## src/rtl/psum_drain_ctrl.sv

```systemverilog
// psum_drain_ctrl: sweeps the psum scratchpad 0..len-1 and streams words out over valid/ready.
// Define PSUM_DRAIN_RELU_EN to clamp negative output words to zero.
module psum_drain_ctrl #(
  parameter int DATA_W = 16,
  parameter int ADDR_W = 5
) (
  input  logic              clk,
  input  logic              rstn,
  input  logic              start,
  input  logic [ADDR_W-1:0] len,
  input  logic              clear,
  output logic              busy,
  output logic              done,
  output logic              rd_en,
  output logic [ADDR_W-1:0] rd_addr,
  input  logic [DATA_W-1:0] rd_data,
  output logic              out_valid,
  input  logic              out_ready,
  output logic [DATA_W-1:0] out_data,
  output logic              out_last
);
  localparam logic [1:0] IDLE = 2'd0, ISSUE = 2'd1, FLUSH = 2'd2, DONE = 2'd3;
  logic [1:0]        state_q, state_d;
  logic [ADDR_W-1:0] len_q, issue_q;
  logic              inflight_q, inflight_last_q;
  logic [DATA_W-1:0] buf_q [2];
  logic [1:0]        last_q;
  logic              wptr_q, rptr_q;
  logic [1:0]        occ_q;
  logic              pop, last_issue;
  logic [2:0]        fill;
  logic [DATA_W-1:0] head;
  assign out_valid = occ_q != 2'd0;
  assign out_last  = out_valid & last_q[rptr_q];
  assign head      = buf_q[rptr_q];
  assign busy      = (state_q == ISSUE) || (state_q == FLUSH);
  assign done      = state_q == DONE;
  assign rd_addr   = issue_q;
`ifdef PSUM_DRAIN_RELU_EN
  assign out_data  = head[DATA_W-1] ? '0 : head;
`else
  assign out_data  = head;
`endif
  // Issue only when buffered words plus the outstanding read, net of this cycle's pop, leave room.
  always_comb begin
    pop        = out_valid & out_ready;
    fill       = {1'b0, occ_q} + {2'b0, inflight_q} - {2'b0, pop};
    last_issue = issue_q == len_q - 1'b1;
    rd_en      = (state_q == ISSUE) && !clear && (fill < 3'd2);
    state_d    = state_q;
    case (state_q)
      IDLE:    if (start) state_d = (len == '0) ? DONE : ISSUE;
      ISSUE:   if (rd_en && last_issue) state_d = FLUSH;
      FLUSH:   if (pop && out_last) state_d = DONE;
      default: state_d = IDLE;
    endcase
    if (clear) state_d = IDLE;
  end
  always_ff @(posedge clk or negedge rstn) begin
    if (!rstn) begin
      state_q         <= IDLE;
      len_q           <= '0;
      issue_q         <= '0;
      inflight_q      <= 1'b0;
      inflight_last_q <= 1'b0;
      buf_q[0]        <= '0;
      buf_q[1]        <= '0;
      last_q          <= '0;
      wptr_q          <= 1'b0;
      rptr_q          <= 1'b0;
      occ_q           <= '0;
    end else begin
      state_q         <= state_d;
      inflight_q      <= rd_en;
      inflight_last_q <= rd_en & last_issue;
      if (state_q == IDLE && start) begin
        len_q   <= len;
        issue_q <= '0;
      end
      if (rd_en && !last_issue) issue_q <= issue_q + 1'b1;
      // A read returning in the clear cycle's aftermath is dropped with the buffer.
      if (clear) begin
        occ_q  <= '0;
        wptr_q <= 1'b0;
        rptr_q <= 1'b0;
      end else begin
        if (inflight_q) begin
          buf_q[wptr_q]  <= rd_data;
          last_q[wptr_q] <= inflight_last_q;
          wptr_q         <= ~wptr_q;
        end
        if (pop) rptr_q <= ~rptr_q;
        occ_q <= occ_q + {1'b0, inflight_q} - {1'b0, pop};
      end
    end
  end
endmodule

```

## config.mk

```make
export PLATFORM = sky130hd
export DESIGN_NAME = psum_drain_ctrl
export DESIGN_NICKNAME = d
export VERILOG_FILES = /design/src/rtl/psum_drain_ctrl.sv
export SDC_FILE = /design/constraint.sdc
export NUM_CORES = 1
export LEC_CHECK = 0
export BUFFER_PORTS_ARGS = -buffer_cell sky130_fd_sc_hd__buf_2
export CAP_MARGIN = 20
export CORE_MARGIN = 10
export CORE_UTILIZATION = 55
export DETAILED_ROUTE_END_ITERATION = 10
export PLACE_DENSITY = 0.91
export SLEW_MARGIN = 5
export SYNTH_ARGS = -nofsm -noshare
export SYNTH_HDL_FRONTEND = slang
export SYNTH_SLANG_ARGS = --single-unit
```

## constraint.sdc

```tcl
create_clock -name clk -period 3.8 [get_ports clk]
set_input_delay 0.76 -clock clk [delete_from_list [all_inputs] [get_ports clk]]
set_output_delay 0.76 -clock clk [all_outputs]
set_load 0.05 [all_outputs]
```

* Word level (Yosys, flattened, before mapping)
Index checks and enable logic that the tools add are counted.
** Operators by class
- Eq/ne operators :: 7
- Bitwise operators :: 8
- Reduce and logical (&&, ||, !) cells :: 19
- $lt $le $gt $ge :: 7
- Mux-type cells :: 24
- Add/subtract/negate cells :: 6
** Operators with widths (number)
- 2-to-1 mux 16 bit :: 4
- bitwise mux 32 bit :: 1
- demux 16 bit (select 1 bit) :: 1
- 2-to-1 mux 2 bit :: 6
- 2-to-1 mux 5 bit :: 2
- logical AND 1 bit :: 8
- nonzero test 2 bit :: 4
- 2-to-1 mux 1 bit :: 7
- inequality test 3 x 2 -> 1 bit (second input constant) :: 2
- case mux 2 bit (3 select lines) :: 1
- adder 5 x 1 -> 5 bit (second input constant) :: 1
- == test 5 bit :: 1
- logical NOT 5 bit :: 1
- subtractor 5 x 1 -> 5 bit (second input constant) :: 1
- == test 2 bit (second input constant) :: 2
- >= comparator 2 bit (second input constant) :: 2
- less-than comparator 1 x 2 -> 1 bit (second input constant) :: 2
- inverter 1 -> 2 bit :: 2
- adder 2 x 1 -> 3 bit :: 1
- bitwise AND 1 bit :: 3
- less-than comparator 3 x 2 -> 1 bit (second input constant) :: 1
- inequality test 3 bit (second input constant) :: 1
- inverter 1 bit :: 3
- AND reduction 3 bit :: 1
- other kinds (12) :: 13
** Storage, ports and cells
- Word-level logic and storage cells :: 82
- Output and inout bits :: 26
- Flip-flop bits (word level) :: 52

* Logic depth before layout (Yosys ltp)
- Depth after elaboration :: 9
- Gate-level depth with buffers :: 13
- Gate-level depth less buffers :: 13

* Worst setup path after synthesis
OpenSTA, ideal clock, no wires.
- Kind :: reg-to-output
- Start point :: register occ_q[1]
- End point :: output port rd_en
- Buffers on the path :: 0
- Stages on the path, launching flop included :: 12
- Data required time :: 3.040 ns
- Arrival time :: 2.697 ns
- Path slack :: 0.343 ns
- Cells stage by stage :: dfrtp_1 -> nor2_1 -> inv_1 -> and2_1 -> ha_1 -> inv_1 -> ha_1 -> inv_1 -> fa_1 -> xnor2_1 -> nand4b_1 -> inv_1
** On the way
- Longest elaborated chain between the ends :: 5
- Elaborated cells on any way between the ends :: 6
** RTL lines
- start, declared :: line 29 : logic [1:0] occ_q;
- start signal, assigned :: line 93 : occ_q <= occ_q + {1'b0, inflight_q} - {1'b0, pop};
- nonzero test 2 bit :: line 33 : assign out_valid = occ_q != 2'd0;
- net out_valid :: line 17 : output logic out_valid,
- bitwise AND 1 bit :: line 46 : pop = out_valid & out_ready;
- subtractor 3 x 1 -> 3 bit :: line 47 : fill = {1'b0, occ_q} + {2'b0, inflight_q} - {2'b0, pop};
- less-than comparator 3 x 2 -> 1 bit :: line 49 : rd_en = (state_q == ISSUE) && !clear && (fill < 3'd2);
- logical AND 1 bit :: line 49
- end, declared :: line 14 : output logic rd_en,
The timed path passes the listed nets, and every way through them passes these cells.

* Worst setup path after layout
- Start point :: register occ_q[1]
- End point :: output port rd_en
** On the way
- Longest elaborated chain between the ends :: 5
- Elaborated cells on any way between the ends :: 6
** RTL lines (line)
- branches (longest 2 deep; another with adder 2 x 1 -> 3 bit)
- subtractor 3 x 1 -> 3 bit * :: 47
- less-than comparator 3 x 2 -> 1 bit * :: 49
- logical AND 1 bit * :: 49
Mark *: on every way between the ends.

==> results.cfg <==
[outcome]
status = finished clean

[setup_path]
worstReg2RegStart = occ_q[1]$_DFF_PN0_
cp_slowest_cell = dfrtp_1
crit_start = occ_q[1]$_DFF_PN0_
cpPeakStageDelay_ps = 450
reg2regPathDepth = 13
path_buf_inv = 5
path_max_fanout = 4
reg2reg_slack_ps = 990
crit_arrival_ps = 2760
reg2reg_to = rd_addr[2]$_DFFE_PN0P_
cp_data_required_time_ps = 3040
cpLargestDelayFamily = adder cells
cp-endpoint = rd_en
cp-end-kind = output port
cpMostUsedCell = inv_1
start_kind = flip-flop
cp.depth = 12
path_cells = nor2_1 > inv_1 > and2_1 > ha_1 > inv_1 > ha_1 > inv_1 > fa_1 > xnor2_1 > nand4b_1 > inv_1 > buf_2
timing_worst_setup_path_type = flip-flop to output port

[synthesis]
synth_area_leaders = dfrtp_1, mux2_2, ha_1, xnor2_1, mux2_1
synth_edf_count = 0
synth_fp_nets = 236
synth_top_family_by_area = multiplexers
synth_top_area_cell = dfrtp_1
synth-seq-cells = 52
synth_compound_area_share_pct = 5.58
synth-async-reset-ratio_pct = 100
synth_top_area_share_pct = 49.6
ys.flop_type = dfrtp_1
synthesis.area_um2 = 2620
synthMuxAreaShare_pct = 24.4
synth_cells = 201
synth_fa_ha_area_share_pct = 4.58
seq_area_frac_synth_pct = 49.6
synth_simple_gate_area_share_pct = 10.5
syn_area_per_cell_um2 = 13.1
synth_xor_xnor_area_share_pct = 3.00
ys_warn_count = 0
synth.distinct_cells = 43

[global_route]
gr-usage-all-layers_pct = 13.6
grt_pass1_vias = 1799
grt-ovfl-total = 0
antenna_found_initial = 0
grt_max_degree = 53
grt_pass1_wl_mm = 8.53

[clock_tree]
clk_pin_slew_worst_paths_ps = 90
insertion_delay_ps = 300
post_cts_resized = 0
cts_buffers = 5
hold_buffers = 0
cts_root_buf = clkbuf_8
tritoncts = built
clk_path_buf_depth = 2
clock-sinks = 52
htree_levels = 2
post_cts_buffers = 0

[detailed_routing]
wl_mm = 5.09
vias = 1750
first_pass_iters = 4
ant_nets = 0
route.detailed.drc = 0
viasPerCell = 5.63
wire_per_inst_um = 16.4
drt_iter0_markers = 70

[sta]
period_needed_ps = 3520
rsz0062_at_grt = false
slew_viol_final = 0
fin_setup_tns_ps = 0
fmax_mhz = 284
tightest_slew_ps = 865
min_period_over_period_pct = 92.7
finalHoldViolations = 0
setup_viol = 0
relSlewSlack_pct = 42.2
skew_ps = 7.25

[die]
placementRows = 25
die_area_um2 = 7930
die-width_um = 89.1
coreArea_um2 = 4660
die_h_um = 89.1
io_pins = 52
start_util_pct = 56.3

[placement]
place.gp.congestion = 0.781
dp_hpwl_mm = 3.64
port_buffers = 51
place_area_um2 = 2940

[finish]
antenna_cells = 0
drive_above_1_share_pct = 47.1
area_delta_synth_final_pct = 17.6
final_nets = 292
finalInstanceArea_um2 = 3090

[flow_run]
drv_cap = 0

[pwr]
leakage_uw = 0.00151
max-vdd-ir-drop_mv = 0.390
p_per_area_nw_per_um2 = 875

[worst_hold_path]
hold_class = input port to async pin
[power by group]
group | switching (µW) | internal, µW | leakage, µW
clock | 175 | 259 | 0.0000642
combinational | 819 | 516 | 0.000763
sequential | 164 | 766 | 0.000680
total | 1160 | 1540 | 0.00151
[stage by stage]
step                      hold WS [ps]  power [µW]  utilization (%)  setup slack (ps)  std cells
after global placement             468        2240             63.0               507        303
after CTS                          493        2720             65.8               269        310
final                              420        2700             66.2               279        311
after global routing               457        2860             66.2              45.8        311
after detailed placement           471        2280             63.0               443        303
after floorplan                    454        2000                -               343        201
[cell usage in the layout (no fill, tap or decap), types with 3 or more instances in the layout]
master    synthesis  final
dfrtp_1          52     52
mux2_2           51     51
buf_2             2     51
inv_1            10     10
nor2_1            8      8
ha_1              8      8
xnor2_1           6      6
nand2_1           6      6
clkbuf_8          0      5
nor2b_1           4      4
o211ai_1          4      4
mux2_1            4      4
o21ai_1           3      3
xor2_1            3      3
nor3_1            3      3
nand3_1           3      3
[cells by family after synthesis]
kind of cell | after synthesis
xor gates and xnor gates | 9
muxes | 57
DFF | 52
adders and majority gates | 9
AOI/OAI and AO/OA | 17
and+or+nand+nor | 42
buffers and inverters | 15
[worst register-to-register path, cell delays in order, from the launching register on]
cell	delay [ps]
dfrtp_1	450
nor2_1	140
inv_1	60
and2_1	180
ha_1	280
inv_1	60
ha_1	130
inv_1	60
fa_1	390
xnor2_1	150
nand4b_1	140
inv_1	130
or2b_4	310
a31o_1	230
[registers in the layout, indices dropped and copies added, names as in the netlist]
signal	cells
buf_q	32
inflight_last_q	1
inflight_q	1
last_q	2
len_q	5
occ_q	2
rd_addr	5
rptr_q	1
state_q	2
wptr_q	1
[worst min path at each step]
| stage | cells after the start | endpoint | slack (ps) |
|---|---|---|---|
| finish | 1 | buf_q[21]$_DFFE_PN0P_ | 420 |
| global route | 1 | buf_q[21]$_DFFE_PN0P_ | 460 |
| CTS | 1 | buf_q[23]$_DFFE_PN0P_ | 490 |
| detailed placement | 1 | buf_q[23]$_DFFE_PN0P_ | 470 |
| global placement | 1 | buf_q[23]$_DFFE_PN0P_ | 470 |
| floorplan | 1 | buf_q[23]$_DFFE_PN0P_ | 450 |
[cell usage after synthesis (3+ instances only)]
| cell type | n |
|---|---|
| nor2b_1 | 4 |
| ha_1 | 8 |
| dfrtp_1 | 52 |
| inv_1 | 10 |
| xnor2_1 | 6 |
| nand3_1 | 3 |
| nor2_1 | 8 |
| nand2_1 | 6 |
| o21ai_1 | 3 |
| xor2_1 | 3 |
| mux2_1 | 4 |
| nor3_1 | 3 |
| o211ai_1 | 4 |
| mux2_2 | 51 |
[per-layer routing]
layer	wire [µm]	vias up	part of all wire, %	GRT usage [%]
li1	-	826	-	-
met1	2160	866	42	16.3
met2	2500	51	49	23.3
met3	376	7	7.4	3.74
met4	54	0	1.1	3.90
met5	0	-	0	0
[final cells by class]
cell class / count / area (µm²)
Tap cell: 54 / 67.6
Multi-Input combinational cell: 134 / 1260
Sequential cell: 52 / 1300
Inverter: 10 / 37.5
Timing Repair Buffer: 54 / 290
Fill cell: 338 / 1580
Clock buffer: 5 / 68.8
Clock inverter: 2 / 60.1
No activity file was read; power rests on OpenSTA's default activity.
